===== src/rtl/pwm_dead_time_gen.sv =====
// -----------------------------------------------------------------------------
// pwm_dead_time_gen
//
// Complementary PWM pair generator with programmable period, duty and dead
// time. It runs entirely in the multiplied-clock domain (Clk).
//
// Software loads go into shadow registers. They move to the active registers
// only at a period boundary, or at any edge while the block is disabled. A
// period or duty change therefore never shortens or stretches a pulse in
// flight.
//
// Ports
//   Clk           PWM clock (multiplied clock output of the clock block)
//   Reset_n       synchronous active-low reset
//   Enable        run control; 0 holds the counter at 0 and drives both
//                 outputs low
//   Period_In     period length minus 1, in cycles
//   Duty_In       number of raw-high cycles per period
//   Dead_Time_In  both-low gap inserted at each transition, in cycles
//   Load_Req      one-cycle strobe; captures the three inputs into the shadow
//   Load_Ack      one-cycle pulse on the cycle after a capture
//   Pending       shadow holds values not yet moved to the active registers
//   Period_Start  one-cycle pulse marking counter == 0 while enabled,
//                 registered together with the counter
//   PWM_High      high-side drive
//   PWM_Low       low-side drive
// -----------------------------------------------------------------------------
module pwm_dead_time_gen #(
  parameter int WIDTH    = 16,
  parameter int DT_WIDTH = 8
) (
  input  logic                Clk,
  input  logic                Reset_n,
  input  logic                Enable,
  input  logic [WIDTH-1:0]    Period_In,
  input  logic [WIDTH-1:0]    Duty_In,
  input  logic [DT_WIDTH-1:0] Dead_Time_In,
  input  logic                Load_Req,
  output logic                Load_Ack,
  output logic                Pending,
  output logic                Period_Start,
  output logic                PWM_High,
  output logic                PWM_Low
);

  typedef enum logic [1:0] {
    ST_OFF     = 2'd0,
    ST_DEAD    = 2'd1,
    ST_HIGH_ON = 2'd2,
    ST_LOW_ON  = 2'd3
  } state_e;

  // ---------------------------------------------------------------------------
  // Register declarations
  // ---------------------------------------------------------------------------
  logic [WIDTH-1:0]    period_sh_q, period_sh_d;
  logic [WIDTH-1:0]    duty_sh_q,   duty_sh_d;
  logic [DT_WIDTH-1:0] dt_sh_q,     dt_sh_d;

  logic [WIDTH-1:0]    period_act_q, period_act_d;
  logic [WIDTH-1:0]    duty_act_q,   duty_act_d;
  logic [DT_WIDTH-1:0] dt_act_q,     dt_act_d;

  logic                pending_q,      pending_d;
  logic                load_ack_q,     load_ack_d;
  logic [WIDTH-1:0]    count_q,        count_d;
  logic                period_start_q, period_start_d;

  state_e              state_q, state_d;
  logic [DT_WIDTH-1:0] dead_cnt_q, dead_cnt_d;

  // ---------------------------------------------------------------------------
  // Shared decodes
  // ---------------------------------------------------------------------------
  logic   raw;           // ideal (dead-time-free) high-side request
  logic   at_end;        // counter sits on the last cycle of the period
  logic   transfer;      // shadow -> active on this edge
  logic   dt_zero;       // no dead time configured
  state_e raw_on_state;  // on-state matching the current raw level

  always_comb begin
    raw          = (count_q < duty_act_q);
    at_end       = (count_q == period_act_q);
    // While disabled the outputs are already low, so applying new values
    // immediately cannot glitch anything.
    transfer     = (Enable && at_end) || !Enable;
    dt_zero      = (dt_act_q == '0);
    raw_on_state = raw ? ST_HIGH_ON : ST_LOW_ON;
  end

  // ---------------------------------------------------------------------------
  // Shadow / active registers, load handshake
  // ---------------------------------------------------------------------------
  always_comb begin
    period_sh_d  = period_sh_q;
    duty_sh_d    = duty_sh_q;
    dt_sh_d      = dt_sh_q;
    period_act_d = period_act_q;
    duty_act_d   = duty_act_q;
    dt_act_d     = dt_act_q;
    pending_d    = pending_q;

    // The active registers take the shadow content from before this edge.
    // A load on the same edge lands in the shadow and keeps Pending set,
    // so the capture always wins over the transfer.
    if (transfer) begin
      period_act_d = period_sh_q;
      duty_act_d   = duty_sh_q;
      dt_act_d     = dt_sh_q;
      pending_d    = 1'b0;
    end

    if (Load_Req) begin
      period_sh_d = Period_In;
      duty_sh_d   = Duty_In;
      dt_sh_d     = Dead_Time_In;
      pending_d   = 1'b1;
    end

    load_ack_d = Load_Req;
  end

  // ---------------------------------------------------------------------------
  // Period counter and period-start marker
  // ---------------------------------------------------------------------------
  always_comb begin
    // The wrap compares against the period that is active now. A pending
    // period only takes effect from the following count of 0.
    if (!Enable || at_end) begin
      count_d = '0;
    end else begin
      count_d = count_q + WIDTH'(1);
    end

    // Registered from the current count, so the marker lines up with the
    // first output cycle that reflects count 0.
    period_start_d = Enable && (count_q == '0);
  end

  always_ff @(posedge Clk) begin
    if (!Reset_n) begin
      period_sh_q    <= '0;
      duty_sh_q      <= '0;
      dt_sh_q        <= '0;
      period_act_q   <= '0;
      duty_act_q     <= '0;
      dt_act_q       <= '0;
      pending_q      <= 1'b0;
      load_ack_q     <= 1'b0;
      count_q        <= '0;
      period_start_q <= 1'b0;
    end else begin
      period_sh_q    <= period_sh_d;
      duty_sh_q      <= duty_sh_d;
      dt_sh_q        <= dt_sh_d;
      period_act_q   <= period_act_d;
      duty_act_q     <= duty_act_d;
      dt_act_q       <= dt_act_d;
      pending_q      <= pending_d;
      load_ack_q     <= load_ack_d;
      count_q        <= count_d;
      period_start_q <= period_start_d;
    end
  end

  // ---------------------------------------------------------------------------
  // Output state machine: state register
  // ---------------------------------------------------------------------------
  always_ff @(posedge Clk) begin
    if (!Reset_n) begin
      state_q    <= ST_OFF;
      dead_cnt_q <= '0;
    end else begin
      state_q    <= state_d;
      dead_cnt_q <= dead_cnt_d;
    end
  end

  // ---------------------------------------------------------------------------
  // Output state machine: next-state logic
  // ---------------------------------------------------------------------------
  always_comb begin
    state_d    = state_q;
    dead_cnt_d = dead_cnt_q;

    if (!Enable) begin
      state_d    = ST_OFF;
      dead_cnt_d = '0;
    end else begin
      unique case (state_q)
        ST_OFF: begin
          if (dt_zero) begin
            state_d = raw_on_state;
          end else begin
            state_d    = ST_DEAD;
            dead_cnt_d = dt_act_q;
          end
        end

        ST_HIGH_ON: begin
          if (!raw) begin
            if (dt_zero) begin
              state_d = ST_LOW_ON;
            end else begin
              state_d    = ST_DEAD;
              dead_cnt_d = dt_act_q;
            end
          end
        end

        ST_LOW_ON: begin
          if (raw) begin
            if (dt_zero) begin
              state_d = ST_HIGH_ON;
            end else begin
              state_d    = ST_DEAD;
              dead_cnt_d = dt_act_q;
            end
          end
        end

        ST_DEAD: begin
          // The counter holds the number of DEAD cycles still to spend,
          // including the current one. Raw is only looked at on the final
          // cycle, so raw toggling inside the gap does not restart it.
          if (dead_cnt_q <= DT_WIDTH'(1)) begin
            state_d    = raw_on_state;
            dead_cnt_d = '0;
          end else begin
            dead_cnt_d = dead_cnt_q - DT_WIDTH'(1);
          end
        end

        default: begin
          state_d    = ST_OFF;
          dead_cnt_d = '0;
        end
      endcase
    end
  end

  // ---------------------------------------------------------------------------
  // Output state machine: output decode
  // ---------------------------------------------------------------------------
  // Each drive decodes from a single registered state, so both drives can
  // never be high together, not even for one cycle.
  always_comb begin
    PWM_High = (state_q == ST_HIGH_ON);
    PWM_Low  = (state_q == ST_LOW_ON);
  end

  assign Load_Ack     = load_ack_q;
  assign Pending      = pending_q;
  assign Period_Start = period_start_q;

endmodule


===== config.mk =====
export PLATFORM = sky130hd
export DESIGN_NAME = pwm_dead_time_gen
export DESIGN_NICKNAME = d
export VERILOG_FILES = /design/src/rtl/pwm_dead_time_gen.sv
export SDC_FILE = /design/constraint.sdc
export NUM_CORES = 1
export LEC_CHECK = 0
export BUFFER_PORTS_ARGS = -buffer_cell sky130_fd_sc_hd__buf_2
export CORE_MARGIN = 10
export CORE_UTILIZATION = 53
export CTS_CLUSTER_DIAMETER = 50
export CTS_CLUSTER_SIZE = 14
export DETAILED_ROUTE_END_ITERATION = 12
export PLACE_DENSITY = 0.77
export SKIP_CTS_REPAIR_TIMING = 1
export SYNTH_ARGS = -nofsm -noshare
export SYNTH_HDL_FRONTEND = slang
export SYNTH_SLANG_ARGS = --single-unit

===== constraint.sdc =====
create_clock -name Clk -period 2.3 [get_ports Clk]
set_clock_uncertainty 0.2 [all_clocks]
set_input_delay 0.115 -clock Clk [delete_from_list [all_inputs] [get_ports Clk]]
set_output_delay 0.115 -clock Clk [all_outputs]
set_load 0.05 [all_outputs]

Yosys cells after proc, flatten, opt, wreduce, memory -nomap -nowiden
Cells that the tools add are included.
{ "totals": {"output_inout_bits": 5, "regBits": 109, "word_cells": 52, "input_bits": 44} }
{ "op_classes": {"n_eq_ne": 7, "n_reduce_logical": 13, "n_mux": 15, "magnitude_cmp": 2, "bitwise_logic": 1, "addsub": 2} }
{ "ops": {"columns": ["op", "count"], "rows": [
  ["$mux 8", 4],
  ["$pmux 8 s4", 1],
  ["$add 16x1->16 const B", 1],
  ["$eq 16x16->1", 1],
  ["$logic_not 16->1", 1],
  ["$lt 16x16->1", 1],
  ["$mux 2", 6],
  ["$le 8x1->1 const B", 1],
  ["$logic_not 8->1", 1],
  ["$pmux 2 s4", 1],
  ["$sub 8x1->8 const B", 1],
  ["$eq 2x2->1 const B", 2],
  ["$ne 2x2->1 const B", 2],
  ["$reduce_and 2->1", 2],
  ["$mux 1", 3],
  ["$reduce_and 3->1", 1],
  ["$eq 2x1->1 const B", 1],
  ["$logic_and 1x1->1", 2],
  ["$logic_not 2->1", 1],
  ["$logic_or 1x1->1", 2],
  ["$ne 2x1->1 const B", 1],
  ["$reduce_bool 2->1", 1],
  ["$reduce_or 2->1", 1],
  ["$logic_not 1->1", 1],
  ["$not 1->1", 1]
]} }

Depth between registers and ports, before layout
{ "logic_depth": {"ltp_word": 5, "depth_mapped": 9, "mapped_depth_nobuf": 8} }

Worst setup path after synthesis
No wires, ideal clock.
{ "synth_path": {"path_type": "register to register", "start": "register count_q[13]", "end": "register dead_cnt_q[0]", "n_path_buf": 0, "t_arrival_ns": 1.918, "period_less_slack_ns": 2.206, "setup_ns": 0.088, "stages_incl_launch_ff": 8, "required_time_ns": 2.012, "slack_ns": 0.094, "cell_sequence": "dfxtp_1 > ha_1 > a21o_1 > a21o_1 > a221oi_4 > o21ai_0 > xnor2_1 > a311oi_2"} }
{ "synth_via": {"elab_chain_cells": 3, "word_cells_on_any_way": 4, "cone_classes": "order compare (1); eq/ne (2); reduce/logical (1)"} }
{ "synth_lines": {"columns": ["item", "line", "text"], "rows": [
  ["start, declared", "66", "logic [WIDTH-1:0] count_q, count_d;"],
  ["start signal, assigned", "161", "count_q <= count_d;"],
  ["$lt 16x16->1 *", "82", "raw = (count_q < duty_act_q);"],
  ["$ne 2x1->1 (no line) or $ne 2x2->1 (tied branches)", null, null],
  ["$reduce_and 2->1 (no line) *", null, null],
  ["end signal, assigned", "175", "dead_cnt_q <= dead_cnt_d;"],
  ["end, declared", "70", "logic [DT_WIDTH-1:0] dead_cnt_q, dead_cnt_d;"]
]} }
Every way passes the cells marked *; elsewhere a longest branch is shown, timed or not.
A chain may end at the register's enable or synchronous reset.

Worst setup path in the final report
{ "layout_path": {"start": "register duty_act_q[11]", "end": "register dead_cnt_q[5]"} }
{ "layout_via": {"elab_chain_cells": 3, "word_cells_on_any_way": 4, "cone_classes": "order compare (1); eq/ne (2); reduce/logical (1)"} }
{ "layout_lines": {"columns": ["item", "line", "text"], "rows": [
  ["start, declared", "61", "logic [WIDTH-1:0] duty_act_q, duty_act_d;"],
  ["start signal, assigned", "157", "duty_act_q <= duty_act_d;"],
  ["$lt 16x16->1 *", "82", null],
  ["$ne 2x1->1 (no line) or $ne 2x2->1 (tied branches)", null, null],
  ["$reduce_and 2->1 (no line) *", null, null]
]} }
Marked as above.

==> impl_summary.log <==
[metrics] global routing usage summed across all routing layers: 15.7%
[metrics] clock sink count: 109
[metrics] worst slack after detailed placement: -0.0686 ns
[metrics] routed len/inst: 14.5 um
[metrics] initial standard-cell utilization of the core: 53.8%
[metrics] final WL: 11.6 mm
[metrics] share of async-settable or async-resettable flops after synthesis: 0%
[metrics] total gr overflow: 0
[metrics] DRC marker count from the first detailed-route iteration: 259
[metrics] die area: 14100 um2
[metrics] TritonCTS clock tree: done
[metrics] detailed placement HPWL: 8.04 mm
[metrics] Placed Area: 5650 um2
[metrics] proportion of netlist area held by the largest area contributor: 42.1%
[metrics] later-pin clock latency in the skew report: 0.37 ns
[metrics] final hold slack: 0.0262 ns
[metrics] number of antenna violations at the first check in global routing: 0
[metrics] relative area change from synthesis to final layout: 21.6%
[metrics] number of instances in the synthesized netlist: 567
[metrics] synthesized-area fraction occupied by ao, oa, aoi and oai cells: 12.1%
[metrics] final weighted congestion in routability-driven placement: 0.912
[metrics] H-Tree Depth: 3
[metrics] leading cell types by total area after synthesis: sky130_fd_sc_hd__dfxtp_1 42%, sky130_fd_sc_hd__mux2i_1 9.5%, sky130_fd_sc_hd__nand2_1 5.2%
[metrics] Final Hold Violating Endpoints: 0
[metrics] Max Clk Rate: 449 MHz
[metrics] share of synthesized area occupied by flip-flops and latches: 42.1%
[metrics] area fraction in and, or, nand and nor cells after synthesis: 21.2%
[metrics] Core Region: 9640 um2
[metrics] met1 layer usage reported by global route: 19.4%
[metrics] total DRC errors in the routed layout: 0
[metrics] Die Span X: 119 um
[metrics] setup violators final: 0
[metrics] antenna diode count: 0
[metrics] I/O Pins: 49
[metrics] area leader, netlist: sky130_fd_sc_hd__dfxtp_1
[metrics] kind of start point of the critical path: flop
[metrics] standard-cell row count: 36
[metrics] share of the clock period used by the worst path: 96.9%
[metrics] Mean Syn Cell Area: 9.15 um2
[metrics] Setup crit end kind: flop
[metrics] Top FF cell, synth: sky130_fd_sc_hd__dfxtp_1
[metrics] fraction of layout cells with a size suffix above 1: 18.0%
[metrics] worst setup slack after layout: 0.0715 ns
[metrics] startpoint-to-endpoint class of the critical path: flop to flop
[metrics] met2 usage: 26.9%
[metrics] post-route design area: 6310 um2
[metrics] Placed Cells: 742
[metrics] remaining number of nets flagged by the antenna check after routing: 0
[metrics] worst hold path type: primary input to flop
[metrics] number of pins with negative max-slew slack in the final report: 0
[metrics] final net count: 723
[metrics] Inserted Clock Buffers: 9
[metrics] Post-synth EDFFs: 0
[metrics] LEAKAGE: 2.67 nW
[metrics] vias: 4172
[metrics] post-layout min period: 2.23 ns
[metrics] maximum fanout along the worst path: 7
[metrics] Post-Synthesis Cell Area: 5190 um2
[metrics] WP data required: 2.41 ns
[metrics] input/output buffers: 48
[metrics] mux share of post-synthesis cell area: 9.45%
[metrics] clock tree buffer depth: 2
[metrics] die span in y: 119 um
[metrics] result of the run: finished clean
[metrics] post-synthesis cell type count: 52
[metrics] post-CTS clock slew at the launch and capture registers of the worst setup and hold paths: 0.10 ns
[metrics] vias per std cell: 5.23
[metrics] power density cells: 666 nW/um2
[metrics] arrival time at the worst endpoint: 2.34 ns
[metrics] Yosys reg bits: 109
[metrics] main combinational cell family by area after synthesis: simple AND/OR/NAND/NOR gates
[metrics] global-route wire length before repair: 18.8 mm
[metrics] Detailed Routing Iterations Pass 1: 4
[metrics] Adder-Cell Fraction of Synth Area: 4.58%
[metrics] fin cells: 798
[metrics] number of max-capacitance violations reported: 0
[metrics] total nets after synthesis: 630
[metrics] relative slew slack: 72.9%
[metrics] Clock Root Buffer: sky130_fd_sc_hd__clkbuf_8
[metrics] Tightest Pin Transition: 0.401 ns
[metrics] most used routing layer: met2
[metrics] vias in the first global route: 4045
[metrics] Yosys warning count: 0
[metrics] GR met3 Demand/Resource: 2.46%
[metrics] maximum number of pins on one net before global-route repair: 43
[metrics] post-synthesis xor/xnor area fraction: 5.57%
[metrics] VDD IR max: 408 uV
## logic make-up (layout without fill, tap and decap cells)
kind of cell             after synthesis  after routing
flip-flops                           109            109
adder cells (fa/ha/maj)               19             19
buffers and inverters                 57            155
multiplexers                          49             49
XOR/XNOR                              33             33
AND/OR/NAND/NOR                      219            219
AO/OA/AOI/OAI                         81             81
## per-stage QoR
stage | total power, W | utilization, % | setup TNS [ns]
5_1_grt | 0.00443 | 65.4 | -0.0167
6_report | 0.00420 | 65.4 | 0
3_3_place_gp | 0.00304 | 58.6 | 0
3_5_place_dp | 0.00308 | 58.6 | -0.0686
4_1_cts | 0.00415 | 60.5 | -0.0869
2_1_floorplan | 0.00284 | - | 0
## report_power, final
group / internal, W / switching [W] / total [W]
Sequential: 0.00201 / 0.0000891 / 0.00210
Combinational: 0.000456 / 0.000566 / 0.00102
Clock: 0.000431 / 0.000653 / 0.00108
## worst max-delay path: stages (launching register included)
cell and delay (ns):
sky130_fd_sc_hd__dfxtp_1 0.34, sky130_fd_sc_hd__inv_1 0.05, sky130_fd_sc_hd__ha_1 0.32, sky130_fd_sc_hd__a21oi_2 0.17, sky130_fd_sc_hd__o21ai_2 0.09, sky130_fd_sc_hd__a221oi_4 0.37, sky130_fd_sc_hd__o211ai_2 0.20, sky130_fd_sc_hd__o211ai_4 0.18
sky130_fd_sc_hd__mux2i_1 0.24
## synth_stat cells, types with 11 or more instances
cell type                  count
sky130_fd_sc_hd__xor2_1       22
sky130_fd_sc_hd__a21boi_1     33
sky130_fd_sc_hd__nand2_1      72
sky130_fd_sc_hd__inv_1        24
sky130_fd_sc_hd__dfxtp_1     109
sky130_fd_sc_hd__nor2_1       31
sky130_fd_sc_hd__ha_1         19
sky130_fd_sc_hd__mux2i_1      49
sky130_fd_sc_hd__xnor2_1      11
sky130_fd_sc_hd__a21oi_1      13
sky130_fd_sc_hd__nand3_1      36
sky130_fd_sc_hd__clkbuf_1     19
sky130_fd_sc_hd__nor2b_1      41
## final cells by class
type | count | area (um2)
clock buffers | 12 | 145
multi-input cells | 401 | 2820
well taps | 133 | 166
flip-flops and latches | 109 | 2190
fillers | 805 | 3330
inverters | 24 | 90.1
repair buffers | 115 | 868
clock inverters | 4 | 32.5
## routing by layer
layer	vias up	share of wire [%]
met1	1978	46
met3	14	2.9
li1	2118	-
met5	-	0
met4	0	1.6
met2	62	50
## cell usage in the layout (no fill, tap or decap), types with 3 or more instances in the layout
master	netlist	routed
sky130_fd_sc_hd__nor4_1	8	8
sky130_fd_sc_hd__dlygate4sd3_1	0	40
sky130_fd_sc_hd__xor2_1	22	22
sky130_fd_sc_hd__dfxtp_1	109	105
sky130_fd_sc_hd__nand2_1	72	71
sky130_fd_sc_hd__clkbuf_8	0	10
sky130_fd_sc_hd__inv_1	24	23
sky130_fd_sc_hd__and3_1	7	7
sky130_fd_sc_hd__buf_4	1	25
sky130_fd_sc_hd__nand3_1	36	36
sky130_fd_sc_hd__a21boi_1	33	33
sky130_fd_sc_hd__nand4_1	5	5
sky130_fd_sc_hd__nor3_1	5	5
sky130_fd_sc_hd__xnor2_1	11	11
sky130_fd_sc_hd__o21ai_0	10	7
sky130_fd_sc_hd__ha_4	0	4
sky130_fd_sc_hd__dfxtp_2	0	4
sky130_fd_sc_hd__a21oi_2	0	3
sky130_fd_sc_hd__buf_2	4	48
sky130_fd_sc_hd__nor2b_1	41	41
sky130_fd_sc_hd__mux2i_1	49	49
sky130_fd_sc_hd__ha_1	19	15
sky130_fd_sc_hd__nor2_1	31	31
sky130_fd_sc_hd__a21oi_1	13	10
## registers in the layout (all words and copies together) (netlist names)
register / flops
Load_Ack: 1
Pending: 1
Period_Start: 1
count_q: 16
dead_cnt_q: 8
dt_act_q: 8
dt_sh_q: 8
duty_act_q: 16
duty_sh_q: 16
period_act_q: 16
period_sh_q: 16
state_q: 2
## path summary, 6_finish.rpt
kind	startpoint	to	slack, ns	depth (start not counted)
max reg2reg	duty_act_q[11]	dead_cnt_q[5]	0.07	8
max	duty_act_q[11]	dead_cnt_q[5]	0.07	8
min reg2reg	dt_sh_q[3]	dt_act_q[3]	0.26	2
min	Enable	Period_Start	0.03	4
Power figures use the tool's default switching activity.
